## src/rtl/mem_burst_tester.sv

```systemverilog
// Memory exercise sequencer: captures base address, base data and burst length,
// then writes a patterned burst and reads it back, counting miscompares.
module mem_burst_tester #(
  parameter int DATA_W = 16,
  parameter int ADDR_W = 16,
  parameter int LEN_W  = 8
) (
  input  logic              clk,
  input  logic              rst,
  input  logic [DATA_W-1:0] in,
  input  logic [1:0]        mode,
  input  logic              ack,
  input  logic [DATA_W-1:0] rdata,
  output logic [ADDR_W-1:0] addr,
  output logic [DATA_W-1:0] data,
  output logic [1:0]        control,
  output logic [LEN_W-1:0]  increment,
  output logic [LEN_W:0]    err_count,
  output logic              mismatch,
  output logic              done
);

  typedef enum logic [2:0] {
    S_ADDR,
    S_DATA,
    S_LEN,
    S_WRITE,
    S_READ,
    S_DONE
  } state_t;

  typedef enum logic [1:0] {
    CTL_IDLE  = 2'b00,
    CTL_WRITE = 2'b01,
    CTL_READ  = 2'b10
  } ctl_t;

  state_t state, state_nxt;
  ctl_t   control_q, control_nxt;

  logic [ADDR_W-1:0] base_addr, base_addr_nxt;
  logic [DATA_W-1:0] base_data, base_data_nxt;
  logic [LEN_W-1:0]  len, len_nxt;
  logic [1:0]        mode_r, mode_r_nxt;
  logic [ADDR_W-1:0] addr_q, addr_nxt;
  logic [DATA_W-1:0] data_q, data_nxt;
  logic [LEN_W-1:0]  inc_q, inc_nxt;
  logic [LEN_W:0]    err_q, err_nxt;
  logic              mismatch_q, mismatch_nxt;
  logic              done_q, done_nxt;

  logic             last_beat;
  logic             read_fail;
  logic [LEN_W-1:0] inc_plus1;

  // Beat address: mode 00 stays at the base, all other modes walk upward.
  function automatic logic [ADDR_W-1:0] pat_addr(input logic [ADDR_W-1:0] b,
                                                 input logic [1:0]        m,
                                                 input logic [LEN_W-1:0]  i);
    return (m == 2'b00) ? b : b + ADDR_W'(i);
  endfunction

  function automatic logic [DATA_W-1:0] pat_data(input logic [DATA_W-1:0] d,
                                                 input logic [1:0]        m,
                                                 input logic [LEN_W-1:0]  i);
    logic [DATA_W-1:0] r;
    case (m)
      2'b10:   r = d + DATA_W'(i);
      2'b11:   r = i[0] ? ~d : d;
      default: r = d;
    endcase
    return r;
  endfunction

  assign last_beat = (inc_q == len);
  assign inc_plus1 = inc_q + LEN_W'(1);
  assign read_fail = (state == S_READ) && ack && (rdata != data_q);

  // NOTE: sequential state is updated with non-blocking assignments so every
  // flop samples the pre-edge values regardless of process ordering.
  always_ff @(posedge clk or negedge rst) begin
    if (!rst) state <= S_ADDR;
    else      state <= state_nxt;
  end

  always_comb begin
    state_nxt = state;
    case (state)
      S_ADDR:  state_nxt = S_DATA;
      S_DATA:  state_nxt = S_LEN;
      S_LEN:   state_nxt = S_WRITE;
      S_WRITE: if (ack && last_beat) state_nxt = S_READ;
      S_READ:  if (ack && last_beat) state_nxt = S_DONE;
      S_DONE:  state_nxt = S_ADDR;
      default: state_nxt = S_ADDR;
    endcase
  end

  // NOTE: every value written here gets a default first, so no path through
  // the case statement can leave a latch behind.
  always_comb begin
    base_addr_nxt = base_addr;
    base_data_nxt = base_data;
    len_nxt       = len;
    mode_r_nxt    = mode_r;
    addr_nxt      = addr_q;
    data_nxt      = data_q;
    control_nxt   = control_q;
    inc_nxt       = inc_q;
    err_nxt       = err_q;
    mismatch_nxt  = 1'b0;
    done_nxt      = 1'b0;

    case (state)
      S_ADDR: begin
        base_addr_nxt = ADDR_W'(in);
        addr_nxt      = ADDR_W'(in);
      end
      S_DATA: begin
        base_data_nxt = in;
        data_nxt      = in;
      end
      S_LEN: begin
        len_nxt     = LEN_W'(in);
        mode_r_nxt  = mode;
        err_nxt     = '0;
        inc_nxt     = '0;
        addr_nxt    = base_addr;
        data_nxt    = base_data;
        control_nxt = CTL_WRITE;
      end
      S_WRITE: begin
        if (ack) begin
          if (last_beat) begin
            inc_nxt     = '0;
            addr_nxt    = base_addr;
            data_nxt    = pat_data(base_data, mode_r, '0);
            control_nxt = CTL_READ;
          end else begin
            inc_nxt  = inc_plus1;
            addr_nxt = pat_addr(base_addr, mode_r, inc_plus1);
            data_nxt = pat_data(base_data, mode_r, inc_plus1);
          end
        end
      end
      S_READ: begin
        if (ack) begin
          if (read_fail) begin
            err_nxt      = err_q + (LEN_W + 1)'(1);
            mismatch_nxt = 1'b1;
          end
          if (last_beat) begin
            control_nxt = CTL_IDLE;
            done_nxt    = 1'b1;
          end else begin
            inc_nxt  = inc_plus1;
            addr_nxt = pat_addr(base_addr, mode_r, inc_plus1);
            data_nxt = pat_data(base_data, mode_r, inc_plus1);
          end
        end
      end
      S_DONE: begin
        control_nxt = CTL_IDLE;
        inc_nxt     = '0;
      end
      default: begin
        control_nxt = CTL_IDLE;
      end
    endcase
  end

  always_ff @(posedge clk or negedge rst) begin
    if (!rst) begin
      base_addr  <= '0;
      base_data  <= '0;
      len        <= '0;
      mode_r     <= 2'b00;
      addr_q     <= '0;
      data_q     <= '0;
      control_q  <= CTL_IDLE;
      inc_q      <= '0;
      err_q      <= '0;
      mismatch_q <= 1'b0;
      done_q     <= 1'b0;
    end else begin
      base_addr  <= base_addr_nxt;
      base_data  <= base_data_nxt;
      len        <= len_nxt;
      mode_r     <= mode_r_nxt;
      addr_q     <= addr_nxt;
      data_q     <= data_nxt;
      control_q  <= control_nxt;
      inc_q      <= inc_nxt;
      err_q      <= err_nxt;
      mismatch_q <= mismatch_nxt;
      done_q     <= done_nxt;
    end
  end

  assign addr      = addr_q;
  assign data      = data_q;
  assign control   = control_q;
  assign increment = inc_q;
  assign err_count = err_q;
  assign mismatch  = mismatch_q;
  assign done      = done_q;

endmodule

```

## config.mk

```make
export PLATFORM = sky130hd
export DESIGN_NAME = mem_burst_tester
export DESIGN_NICKNAME = d
export VERILOG_FILES = /design/src/rtl/mem_burst_tester.sv
export SDC_FILE = /design/constraint.sdc
export NUM_CORES = 1
export LEC_CHECK = 0
export BUFFER_PORTS_ARGS = -buffer_cell sky130_fd_sc_hd__buf_4
export CORE_MARGIN = 10
export CORE_UTILIZATION = 40
export CTS_BUF_LIST = sky130_fd_sc_hd__clkbuf_4
export DETAILED_ROUTE_END_ITERATION = 8
export GPL_ROUTABILITY_DRIVEN = 0
export PLACE_DENSITY_LB_ADDON = 0.05
export RECOVER_POWER = 50
export SYNTH_ARGS = -nofsm -noshare
export SYNTH_HDL_FRONTEND = slang
export SYNTH_SLANG_ARGS = --single-unit
```

## constraint.sdc

```tcl
create_clock -name clk -period 2.8 [get_ports clk]
set_clock_uncertainty 0.05 [all_clocks]
set_input_delay 0.42 -clock clk [delete_from_list [all_inputs] [get_ports clk]]
set_output_delay 0.42 -clock clk [all_outputs]
set_load 0.02 [all_outputs]
```

# Word-level counts from Yosys, hierarchy flattened
# Cells that the tools add are included.
totals:
  wordCells: 87
  ff_bits: 98
  out_inout_bits: 53
classes:
  eq_ne: 17
  n_reduce_logical: 17
  bitwise_logic: 2
  add_sub_neg: 4
  muxes: 35
ops:
  columns: ["cell", "count"]
  rows:
  - ["2-to-1 mux 16 bit", 10]
  - ["one-hot mux 16 bit (4 select lines)", 2]
  - ["adder 16 x 8 -> 16 bit", 2]
  - ["2-to-1 mux 8 bit", 4]
  - ["one-hot mux 16 bit (2 select lines)", 1]
  - ["one-hot mux 8 bit (3 select lines)", 1]
  - ["2-to-1 mux 9 bit", 2]
  - ["one-hot mux 9 bit (2 select lines)", 1]
  - ["inequality test 16 bit", 1]
  - ["NOT 16 bit", 1]
  - ["one-hot mux 3 bit (5 select lines)", 1]
  - ["inequality test 2 bit (second input constant)", 7]
  - ["AND reduction 4 bit", 3]
  - ["adder 9 x 1 -> 9 bit (second input constant)", 1]
  - ["adder 8 x 1 -> 8 bit (second input constant)", 1]
  - ["== test 8 bit", 1]
  - ["2-to-1 mux 2 bit", 4]
  - ["one-hot mux 2 bit (4 select lines)", 1]
  - ["nonzero test 4 bit", 2]
  - ["== test 3 x 2 -> 1 bit (second input constant)", 2]
  - ["== test 3 bit (second input constant)", 2]
  - ["2-to-1 mux 1 bit", 6]
  - ["2-to-1 mux 3 bit", 2]
  - ["AND reduction 5 bit", 1]
  - ["other kinds (12)", 16]

# Logic depth before layout (Yosys ltp)
logic_depth:
  word_depth: 6
  ltp_mapped: 12
  depth_no_buf: 11

# Least setup slack after synthesis
# OpenSTA, ideal clock, no wires.
synth_timing:
  path_kind: "reg2reg"
  start: "register inc_q[0] (netlist: increment[0])"
  end: "register data_q[9] (netlist: data[9])"
  t_arrival_ns: 2.783
  stages_incl_launch_ff: 12
  path_buffers: 1
  slack_ns: -0.113
  synth_period_minus_slack_ns: 2.913
  path_cell_list: "dfrtp_1 > clkbuf_1 > and3_1 > nand3_1 > nor2_1 > xor2_1 > ha_1 > o211ai_1 > a211o_1 > o211ai_1 > or4b_1 > o211ai_2"
synth_via:
  elab_chain_cells: 6
synth_lines:
  columns: ["element", "line", "text"]
  rows:
  - ["start, declared", "47", "logic [LEN_W-1:0] inc_q, inc_nxt;"]
  - ["start signal, assigned", "193", "inc_q <= inc_nxt;"]
  - ["adder 8 x 1 -> 8 bit", "76", "assign inc_plus1 = inc_q + LEN_W'(1);"]
  - ["adder 16 x 8 -> 16 bit / 2-to-1 mux 16 bit (equally long branches)", "68, 69", null]
  - ["one-hot mux 16 bit (2 select lines)", "67", "case (m)"]
  - ["2-to-1 mux 16 bit, on equally long branches", "152, 134", null]
  - ["2-to-1 mux 16 bit, on equally long branches", "147, 133", null]
  - ["one-hot mux 16 bit (4 select lines)", "114", "case (state)"]
  - ["end signal, assigned", "191", "data_q <= data_nxt;"]
  - ["end, declared", "46", "logic [DATA_W-1:0] data_q, data_nxt;"]
# Several ways; a longest one is shown, not always the timed one. The select of a mux whose other input is x is not followed.
# A chain may end at the register's enable or synchronous reset.

# Worst setup path in the final report
layout_timing:
  start: "register inc_q[1] (netlist: increment[1])"
  end: "register data_q[9] (netlist: data[9])"
layout_via:
  elab_chain_cells: 6
layout_lines:
  columns: ["element", "line", "text"]
  rows:
  - ["adder 8 x 1 -> 8 bit", "76", null]
  - ["adder 16 x 8 -> 16 bit", "68", "2'b10: r = d + DATA_W'(i);"]
  - ["one-hot mux 16 bit (2 select lines)", "67", null]
  - ["2-to-1 mux 16 bit, on equally long branches", "152, 134", null]
  - ["2-to-1 mux 16 bit, on equally long branches", "147, 133", null]
  - ["one-hot mux 16 bit (4 select lines)", "114", null]
# Several ways; a longest one is shown, not always the timed one. The select of a mux whose other input is x is not followed.

==> impl_metrics.py <==
metrics = {
    "setup_path": {
        "critPathKind": "flop to flop",
        "crit_fanout": 5,
        "critPathLaunchType": "flop",
        "required_ps": 3190,
        "end_kind": "flop",
        "cp.arrival_ps": 3090,
    },
    "status": {
        "status": "finished, violations left",
        "violations": "max-capacitance violations, max-slew violations",
    },
    "clocking": {
        "clkTransAtPathRegs_ps": 170,
        "clockRootBuffer": "clkbuf_4",
        "cts.sinks": 98,
        "clockBufferDepth": 2,
        "h-tree-depth": 3,
        "cts_tree": "done",
        "cts_buffers": 9,
        "worstSkewPairLatency_ps": 510,
    },
    "place": {
        "numPortBuffers": 89,
        "dpl_cell_area_um2": 7550,
        "dp_hpwl_mm": 16.7,
    },
    "global_route": {
        "overflow": 0,
        "grt_pass1_wl_mm": 35.2,
        "grt_pass1_vias": 6309,
        "grt_start_max_net_pins": 67,
        "antenna_found_initial": 0,
        "grt_use_total_pct": 20.6,
    },
    "timing": {
        "rsz0062_at_grt": "true",
        "fmax_mhz": 369,
        "final_hold_viol_count": 0,
        "drv_slew": 33,
        "final.period_utilization_pct": 96.7,
        "fin_tns_setup_ps": 0,
        "period_minus_slack_ps": 2710,
        "slew_headroom_pct": -26.5,
        "worst_pin_slew_ps": 1900,
        "finalSetupViolCount": 0,
    },
    "die": {
        "ios": 90,
        "num_rows": 46,
        "core_um2": 15800,
        "die_area_um2": 21400,
        "die_w_um": 146,
        "initial_utilization_pct": 40.4,
        "die_h_um": 146,
    },
    "finish": {
        "layout-drive-gt1-share_pct": 24.8,
        "finalInstanceArea_um2": 7930,
        "multiInputGateArea_um2": 3930,
        "fillers": 1579,
        "areaGrowthSynthToFinish_pct": 24.4,
        "nets": 900,
        "seq_area_um2": 2460,
        "diodes": 0,
    },
    "detailed_routing": {
        "drt_iter0_markers": 467,
        "via_count": 6240,
        "wire_per_inst_um": 21.1,
        "ant_nets": 0,
        "vias_per_cell": 5.86,
        "drc": 0,
        "dr.pass1.iters": 5,
        "wl_mm": 22.5,
    },
    "yosys": {
        "synthArstFlopShare_pct": 100,
        "synth_ff_type": "dfrtp_1",
        "synth_nets": 777,
        "ys_seq_elements": 98,
        "synth-seq-area-share_pct": 38.5,
        "synth.top_cells.by_count": "125 x nand2_1, 98 x dfrtp_1, 61 x nor2_1, 50 x o21ai_0, 43 x a21oi_1",
        "synthTopCellsByArea": "dfrtp_1 38%, nand2_1 7.4%, o21ai_0 3.9%, nor2_1 3.6%, ha_1 3.5%",
        "synth-edff-count": 0,
        "netlist_area_um2": 6370,
        "synth_cell_types": 84,
        "yosysMostFrequentCell": "nand2_1",
        "syn-instance-count": 720,
        "syn_avg_cell_area_um2": 8.85,
        "synth_area_leader_cell": "dfrtp_1",
        "synth_top_area_share_pct": 38.5,
        "synth_warnings": 0,
    },
    "power_and_ir_drop": {
        "power.density_nw_per_um2": 1040,
        "ir_drop_mv": 0.460,
        "leakagePower_uw": 0.00346,
    },
    "worst_hold_path": {
        "min_path_type": "input port to flop",
    },
    "run": {
        "max-cap-violations": 1,
    },
}
per-stage QoR:
step	hold slack, ps	util, %	cells	setup WS [ps]	power [uW]
2_1_floorplan	74.4	-	720	51.0	5320
3_3_place_gp	354	47.9	1044	-73.5	7010
3_5_place_dp	359	47.9	1044	-90.2	7060
4_1_cts	18.3	49.2	1061	-15.1	8020
5_1_grt	57.4	50.3	1064	-26.2	8870
6_report	41.0	50.3	1064	92.4	8270
placed cells by master (no fill, tap or decap), types with 16 or more instances in the layout:
cell,instances
xor2_1,20
inv_1,16
o21ai_0,42
dfrtp_1,95
nand3_1,16
a21oi_1,41
nand2_1,125
clkbuf_1,27
buf_4,111
nor2_1,60
cells by family (layout without fill, tap and decap cells):
logic type,Yosys count,after routing,share of synthesized area [%]
buffers and inverters,50,178,3.89
DFF,98,98,38.5
AOI/OAI and AO/OA,222,222,24.6
muxes,18,18,3.08
xor gates and xnor gates,39,39,5.48
adders and majority gates,20,20,4.16
and+or+nand+nor,273,273,20.3
where the power goes:
part	total (uW)	internal, uW	switching (uW)
clock	925	376	549
sequential	2520	1890	629
combinational	4830	2090	2740
total	8270	4360	3910
worst max-delay path: stages (launching register included):
cell and delay [ps]:
dfrtp_2 450, buf_6 130, nand3_2 90, xnor2_2 170
ha_1 340, buf_6 120, nand4_1 150, buf_4 200
a211o_1 250, o211ai_1 120, or4b_4 490, o211ai_2 80
layer usage:
layer	GRT usage [%]	part of all wire (%)	wire length (um)
met5	0	0	0
met1	25.9	43	9750
met2	34.5	49	11100
met3	3.03	4.7	1050
met4	8.56	2.7	612
area by class of cell:
type | count | area share (%)
Clock buffer | 10 | 0.947
Clock inverter | 6 | 1.14
Inverter | 17 | 0.805
Sequential cell | 98 | 31.0
Timing Repair Buffer | 145 | 13.1
Tap cell | 216 | 3.41
Multi-Input combinational cell | 572 | 49.6
state kept, by name, indices dropped and copies added, names as in the netlist, 2 cells and up:
signal and flops:
control 2, len 8, addr 16, data 16, err_count 9, increment 8
state 3, base_data 16, mode_r 2, base_addr 16
what timing repair did:
| item | 4_1_cts | 5_1_grt |
|---|---|---|
| setup buffers | 0 | 4 |
| gates resized for setup | 7 | 50 |
| endpoints found under the hold margin | 32 | 0 |
| cloned | 0 | 0 |
| hold buffers | 1 | 0 |
| endpoints found under the setup margin | 8 | 22 |
| pin swaps | 0 | 14 |
final timing paths:
check	cells past startpoint	start	to	slack, ps
min reg2reg	2	addr[5]	addr[5]	470
max	11	increment[1]	data[9]	90
min in group asynchronous	2	rst	err_count[7]	900
min	3	mode[0]	mode_r[0]	40
max reg2reg	11	increment[1]	data[9]	90
max in group asynchronous	3	rst	base_data[9]	630
No activity file was read; power rests on OpenSTA's default activity.
